===== src/rtl/buzz_arbiter.sv =====
// Piezo arbiter: alarm > chime > key, each with its own beep pattern and tone.
// Optional BUZZ_MUTE_EN adds a mute input that silences everything but ALARM_ON.
module buzz_arbiter #(
  parameter int CLK_FREQ     = 100_000_000,
  parameter int TONE_ALARM   = 2000,
  parameter int TONE_CHIME   = 1000,
  parameter int TONE_KEY     = 4000,
  parameter int ALARM_ON_MS  = 200,
  parameter int ALARM_OFF_MS = 200,
  parameter int CHIME_ON_MS  = 150,
  parameter int CHIME_OFF_MS = 150,
  parameter int KEY_MS       = 30
) (
  input  logic       clk,
  input  logic       reset_p,
  input  logic       req_alarm,
  input  logic       req_chime,
  input  logic       req_key,
`ifdef BUZZ_MUTE_EN
  input  logic       mute,
`endif
  output logic       buz,
  output logic       busy,
  output logic [1:0] active_src
);

  localparam int DIV   = CLK_FREQ / 1000;
  localparam int MSWR  = $clog2(DIV);
  localparam int MSW   = (MSWR < 1) ? 1 : MSWR;
  localparam int TM_AC = (TONE_ALARM < TONE_CHIME) ? TONE_ALARM : TONE_CHIME;
  localparam int TMIN  = (TM_AC < TONE_KEY) ? TM_AC : TONE_KEY;
  localparam int TWR   = $clog2(CLK_FREQ / (2 * TMIN));
  localparam int TW    = (TWR < 1) ? 1 : TWR;

  localparam logic [MSW-1:0] MS_LAST = MSW'(DIV - 1);
  localparam logic [TW-1:0]  H_ALARM = TW'(CLK_FREQ / (2 * TONE_ALARM) - 1);
  localparam logic [TW-1:0]  H_CHIME = TW'(CLK_FREQ / (2 * TONE_CHIME) - 1);
  localparam logic [TW-1:0]  H_KEY   = TW'(CLK_FREQ / (2 * TONE_KEY) - 1);

  typedef enum logic [2:0] {
    IDLE, ALARM_ON, ALARM_OFF, CHIME_ON, CHIME_OFF, KEY_ON
  } state_t;

  state_t          state, state_n;
  logic [MSW-1:0]  ms_cnt;
  logic [15:0]     dur;
  logic [15:0]     phase_ms;
  logic [TW-1:0]   tone;
  logic [TW-1:0]   half;
  logic            beep;
  logic            pend;
  logic            buz_q;
  logic            tick, done, chg;
  logic            on_cur, on_nxt;
  logic            pset, pend_n;

  assign tick   = (ms_cnt == MS_LAST);
  assign done   = tick && (dur == phase_ms - 16'd1);
  assign chg    = (state_n != state);
  assign on_cur = state inside {ALARM_ON, CHIME_ON, KEY_ON};
  assign on_nxt = state_n inside {ALARM_ON, CHIME_ON, KEY_ON};

  always_ff @(posedge clk) begin
    if (reset_p) state <= IDLE;
    else         state <= state_n;
  end

  always_comb begin
    state_n = state;
    unique case (state)
      IDLE: begin
        if (req_alarm)              state_n = ALARM_ON;
        else if (req_chime || pend) state_n = CHIME_ON;
        else if (req_key)           state_n = KEY_ON;
      end
      ALARM_ON, ALARM_OFF: begin
        if (!req_alarm) state_n = pend ? CHIME_ON : IDLE;
        else if (done)
          state_n = (state == ALARM_ON) ? ALARM_OFF : ALARM_ON;
      end
      CHIME_ON: begin
        if (req_alarm) state_n = ALARM_ON;
        else if (done) state_n = CHIME_OFF;
      end
      CHIME_OFF: begin
        if (req_alarm) state_n = ALARM_ON;
        else if (done) state_n = beep ? IDLE : CHIME_ON;
      end
      KEY_ON: begin
        if (req_alarm)      state_n = ALARM_ON;
        else if (req_chime) state_n = CHIME_ON;
        else if (done)      state_n = IDLE;
      end
      default: state_n = IDLE;
    endcase
  end

  always_comb begin
    busy       = (state != IDLE);
    active_src = 2'd0;
    half       = '0;
    phase_ms   = 16'd1;
    unique case (state)
      ALARM_ON:  begin active_src = 2'd3; half = H_ALARM; phase_ms = 16'(ALARM_ON_MS);  end
      ALARM_OFF: begin active_src = 2'd3; half = H_ALARM; phase_ms = 16'(ALARM_OFF_MS); end
      CHIME_ON:  begin active_src = 2'd2; half = H_CHIME; phase_ms = 16'(CHIME_ON_MS);  end
      CHIME_OFF: begin active_src = 2'd2; half = H_CHIME; phase_ms = 16'(CHIME_OFF_MS); end
      KEY_ON:    begin active_src = 2'd1; half = H_KEY;   phase_ms = 16'(KEY_MS);       end
      default:   ;
    endcase
  end

  always_ff @(posedge clk) begin
    if (reset_p || chg || state == IDLE) begin
      ms_cnt <= '0;
      dur    <= '0;
    end else if (tick) begin
      ms_cnt <= '0;
      dur    <= dur + 16'd1;
    end else begin
      ms_cnt <= ms_cnt + MSW'(1);
    end
  end

  always_ff @(posedge clk) begin
    if (reset_p) begin
      tone  <= '0;
      buz_q <= 1'b0;
    end else if (on_nxt && chg) begin
      tone  <= '0;
      buz_q <= 1'b1;
    end else if (on_cur && !chg) begin
      if (tone == half) begin
        tone  <= '0;
        buz_q <= ~buz_q;
      end else begin
        tone  <= tone + TW'(1);
      end
    end else begin
      tone  <= '0;
      buz_q <= 1'b0;
    end
  end

  // A chime request seen while alarm/chime owns the piezo, or a chime cut
  // short by the alarm, is remembered once and replayed later.
  assign pset = (req_chime &&
                 ((state inside {ALARM_ON, ALARM_OFF, CHIME_ON, CHIME_OFF}) ||
                  state_n == ALARM_ON)) ||
                (req_alarm && (state inside {CHIME_ON, CHIME_OFF}));
  assign pend_n = (state_n == CHIME_ON && chg) ? 1'b0 : pend;

  always_ff @(posedge clk) begin
    if (reset_p) begin
      pend <= 1'b0;
      beep <= 1'b0;
    end else begin
      pend <= pend_n | pset;
      if (state_n == CHIME_ON && chg) beep <= (state == CHIME_OFF);
    end
  end

`ifdef BUZZ_MUTE_EN
  assign buz = buz_q & ~(mute & (state != ALARM_ON));
`else
  assign buz = buz_q;
`endif

endmodule

===== config.mk =====
export PLATFORM = sky130hd
export DESIGN_NAME = buzz_arbiter
export DESIGN_NICKNAME = d
export VERILOG_FILES = /design/src/rtl/buzz_arbiter.sv
export SDC_FILE = /design/constraint.sdc
export NUM_CORES = 1
export LEC_CHECK = 0
export CAP_MARGIN = 5
export CELL_PAD_IN_SITES_DETAIL_PLACEMENT = 1
export CELL_PAD_IN_SITES_GLOBAL_PLACEMENT = 2
export CORE_UTILIZATION = 38
export DETAILED_ROUTE_END_ITERATION = 16
export HOLD_SLACK_MARGIN = 0.12
export MAX_ROUTING_LAYER = met4
export PLACE_DENSITY = 0.77
export SKIP_LAST_GASP = 1
export SYNTH_ARGS = -nofsm -noshare
export SYNTH_HDL_FRONTEND = slang
export SYNTH_SLANG_ARGS = --single-unit

===== constraint.sdc =====
create_clock -name clk -period 3.85 [get_ports clk]
set_clock_uncertainty 0.1 [all_clocks]
set_input_delay 0.385 -clock clk [delete_from_list [all_inputs] [get_ports clk]]
set_output_delay 0.385 -clock clk [all_outputs]
set_load 0.02 [all_outputs]

==> results.py, run 1 <==
metrics = {
    "setup_path": {
        "cp_common_cell": "and4_1",
        "critPathBufInv": 1,
        "start_kind": "flop",
        "path_class": "flop to flop",
        "crit_slowest_cell": "or4_4",
        "cp-end-kind": "flop",
        "cp.required_ns": 3.94,
        "slowest_delay_ns": 0.51,
        "path_delay_family": "simple AND/OR/NAND/NOR gates",
        "critPathMaxFanout": 14,
        "worstPathCellList": "ha_1 -> and4_1 -> nand2_1 -> nor4_1 -> o2111ai_1 -> or4_4 -> and4_1 -> o21ai_4 -> buf_4 -> nor3_1",
        "crit_arrival_ns": 3.50,
    },
    "detailed_routing": {
        "vias_per_cell": 5.66,
        "initialDrtViolationCount": 37,
        "post_drt_wl_per_cell_um": 16.7,
        "drc_errors": 0,
        "routed_wirelength_um": 8430,
        "vias": 2862,
        "drtAntennaViolNets": 0,
        "first_pass_iters": 4,
    },
    "cells_and_area": {
        "nets": 409,
        "layout-drive-gt1-share_pct": 8.98,
        "seqCellArea_um2": 1100,
        "area_growth_syn_to_layout_pct": 8.58,
        "multi_input_area_um2": 2060,
        "antenna_cells": 0,
        "final_core_util_pct": 43.1,
        "n_fill_cell": 1020,
        "final_common_cell": "dfxtp_1",
        "final_cell_mix": "dfxtp_1, nor3_1, nand2_1",
    },
    "sta": {
        "holdWs_ns": 0.385,
        "rsz0062_at_grt": "false",
        "hold_viol": 0,
        "slew_headroom_pct": 63.2,
        "setup-tns-final_ns": 0,
        "final.setup.worst_slack_ns": 0.435,
        "finalCriticalPeriod_ns": 3.41,
        "period_share_pct": 88.7,
        "setup_viol": 0,
        "tightestPinTransition_ns": 0.550,
        "finalMaxSlewViolations": 0,
        "max_freq_mhz": 293,
    },
    "grt": {
        "grt.total_usage_pct": 20.5,
        "antenna_found_initial": 0,
        "grt_pass1_vias": 2907,
        "grt_pass1_wl_um": 14300,
        "grt_max_degree": 34,
        "grt_overflow": 0,
    },
    "power": {
        "power_density_nw_per_um2": 366,
        "p_leak_nw": 1.10,
        "irDropWorstVdd_mv": 0.174,
        "total_power_mw": 1.32,
    },
    "run": {
        "maxCapViolCount": 0,
    },
    "clock_tree": {
        "post_cts_buffers": 0,
        "htreeDepth": 2,
        "cts_root_buf": "clkbuf_8",
        "cts_resized": 0,
        "cts_hold_buf": 0,
        "cts_buffer_depth": 2,
        "cts_tree": "built",
        "cts_made_buffers": 5,
        "clock_latency_ns": 0.32,
        "clock_sinks": 55,
        "clk_pin_slew_ns": 0.09,
    },
    "placement": {
        "hpwl_um": 6150,
        "place_congestion": 0.843,
        "dpl_worst_slack_ns": 0.411,
        "port_buffers": 8,
    },
    "floorplan": {
        "coreArea_um2": 8340,
        "die_w_um": 95.4,
        "initial_core_util_pct": 39.7,
        "die_y_um": 95.4,
        "rows": 33,
        "die-area_um2": 9090,
        "io-pin-count": 9,
    },
    "run_status": {
        "status": "complete, no violations",
    },
    "synth": {
        "mappedNetlistArea_um2": 3310,
        "synth-edff-count": 0,
        "yosys_most_used_dff": "dfxtp_1",
        "async_flop_share_pct": 0,
        "syn_avg_cell_area_um2": 8.28,
        "post-synth-top-area-fraction_pct": 33.2,
        "synth_cell_types": 56,
        "synth-seq-area-share_pct": 33.2,
        "syn_nets": 408,
        "synth_cells": 400,
        "synth_top_area_cell": "dfxtp_1",
        "ys_warn_count": 0,
        "synth.area.top_cells": "dfxtp_1, xor2_1, nor3_1",
        "ys_ff_latch": 55,
    },
    "worst_hold_path": {
        "hold_path_class": "flop to flop",
    },
}
[final cells by class]
type	instances	share of cell area, %
clock buffer	6	2.02
clock inverter	1	0.835
inverter	7	0.731
multi-input combinational	313	57.3
sequential	55	30.6
tap	105	3.65
timing repair buffer	19	4.87
[final timing paths]
path                            depth (start not counted)         to      start  slack, ns
worst max-delay path                                   10     dur[2]  ms_cnt[0]       0.44
worst min-delay path                                    1  ms_cnt[0]  ms_cnt[0]       0.38
worst max register to register                         10     dur[2]  ms_cnt[0]       0.44
worst min register to register                          1  ms_cnt[0]  ms_cnt[0]       0.38
[worst reg2reg max path, cell delays in order (launching register included)]
cell	delay, ns
dfxtp_1	0.38
ha_1	0.21
and4_1	0.37
nand2_1	0.17
nor4_1	0.30
o2111ai_1	0.27
or4_4	0.51
and4_1	0.26
o21ai_4	0.42
buf_4	0.26
nor3_1	0.07
[metal layers]
layer,track usage [%],vias to the layer above,wire [um]
met5,-,-,0
met4,4.29,0,63
met3,2.95,5,139
met2,36.3,18,4220
met1,24.5,1408,4010
li1,-,1431,-
[stage by stage]
| stage | cells | cell area, um^2 |
|---|---|---|
| 2_1_floorplan | 400 | 3310 |
| 3_3_place_gp | 499 | 3490 |
| 3_5_place_dp | 499 | 3490 |
| 4_1_cts | 506 | 3600 |
| 5_1_grt | 506 | 3600 |
| 6_report | 506 | 3600 |
[report_power, final]
group / switching [mW] / total, mW / internal [mW] / leakage (nW)
Sequential: 0.0190 / 0.598 / 0.579 / 0.444
Combinational: 0.209 / 0.332 / 0.122 / 0.602
Clock: 0.195 / 0.386 / 0.191 / 0.0513
Total: 0.423 / 1.32 / 0.893 / 1.10
[flip-flops by register name, summed over array words and instances, names as in the netlist]
register,cells
tone,16
dur,16
ms_cnt,17
pend,1
beep,1
state,3
buz,1
[synthesized netlist by cell type, drive strengths merged (3+ instances only)]
cell and instances:
dfxtp 55, nor3 43, nand2 34, nor2 33, xor2 32, nand3 21
nor4 18, xnor2 18, clkbuf 15, nand4 14, o21ai 14, a21oi 12
buf 10, inv 7, nand2b 6, and3 5, mux2i 5, nor2b 5
and2 4, and4 4, a211oi 3, a31oi 3, ha 3, nand3b 3
or3 3
[logic make-up (layout without fill, tap and decap cells)]
| family | after synthesis | in the layout | synth area share, % |
|---|---|---|---|
| AND/OR/NAND/NOR | 199 | 199 | 33.7 |
| XOR/XNOR | 50 | 50 | 13.2 |
| buffers and inverters | 32 | 33 | 4.57 |
| flip-flops | 55 | 55 | 33.2 |
| adder cells (fa/ha/maj) | 3 | 3 | 1.13 |
| multiplexers | 5 | 5 | 1.51 |
| AO/OA/AOI/OAI | 56 | 56 | 12.6 |
(Power assumes the default switching activity.)
==> run 2: changes to the inputs <==
- CAP_MARGIN: 5 -> 10
==> results of run 2 <==
Same layout as run 1: the final DEF is identical, and so are final timing and power.
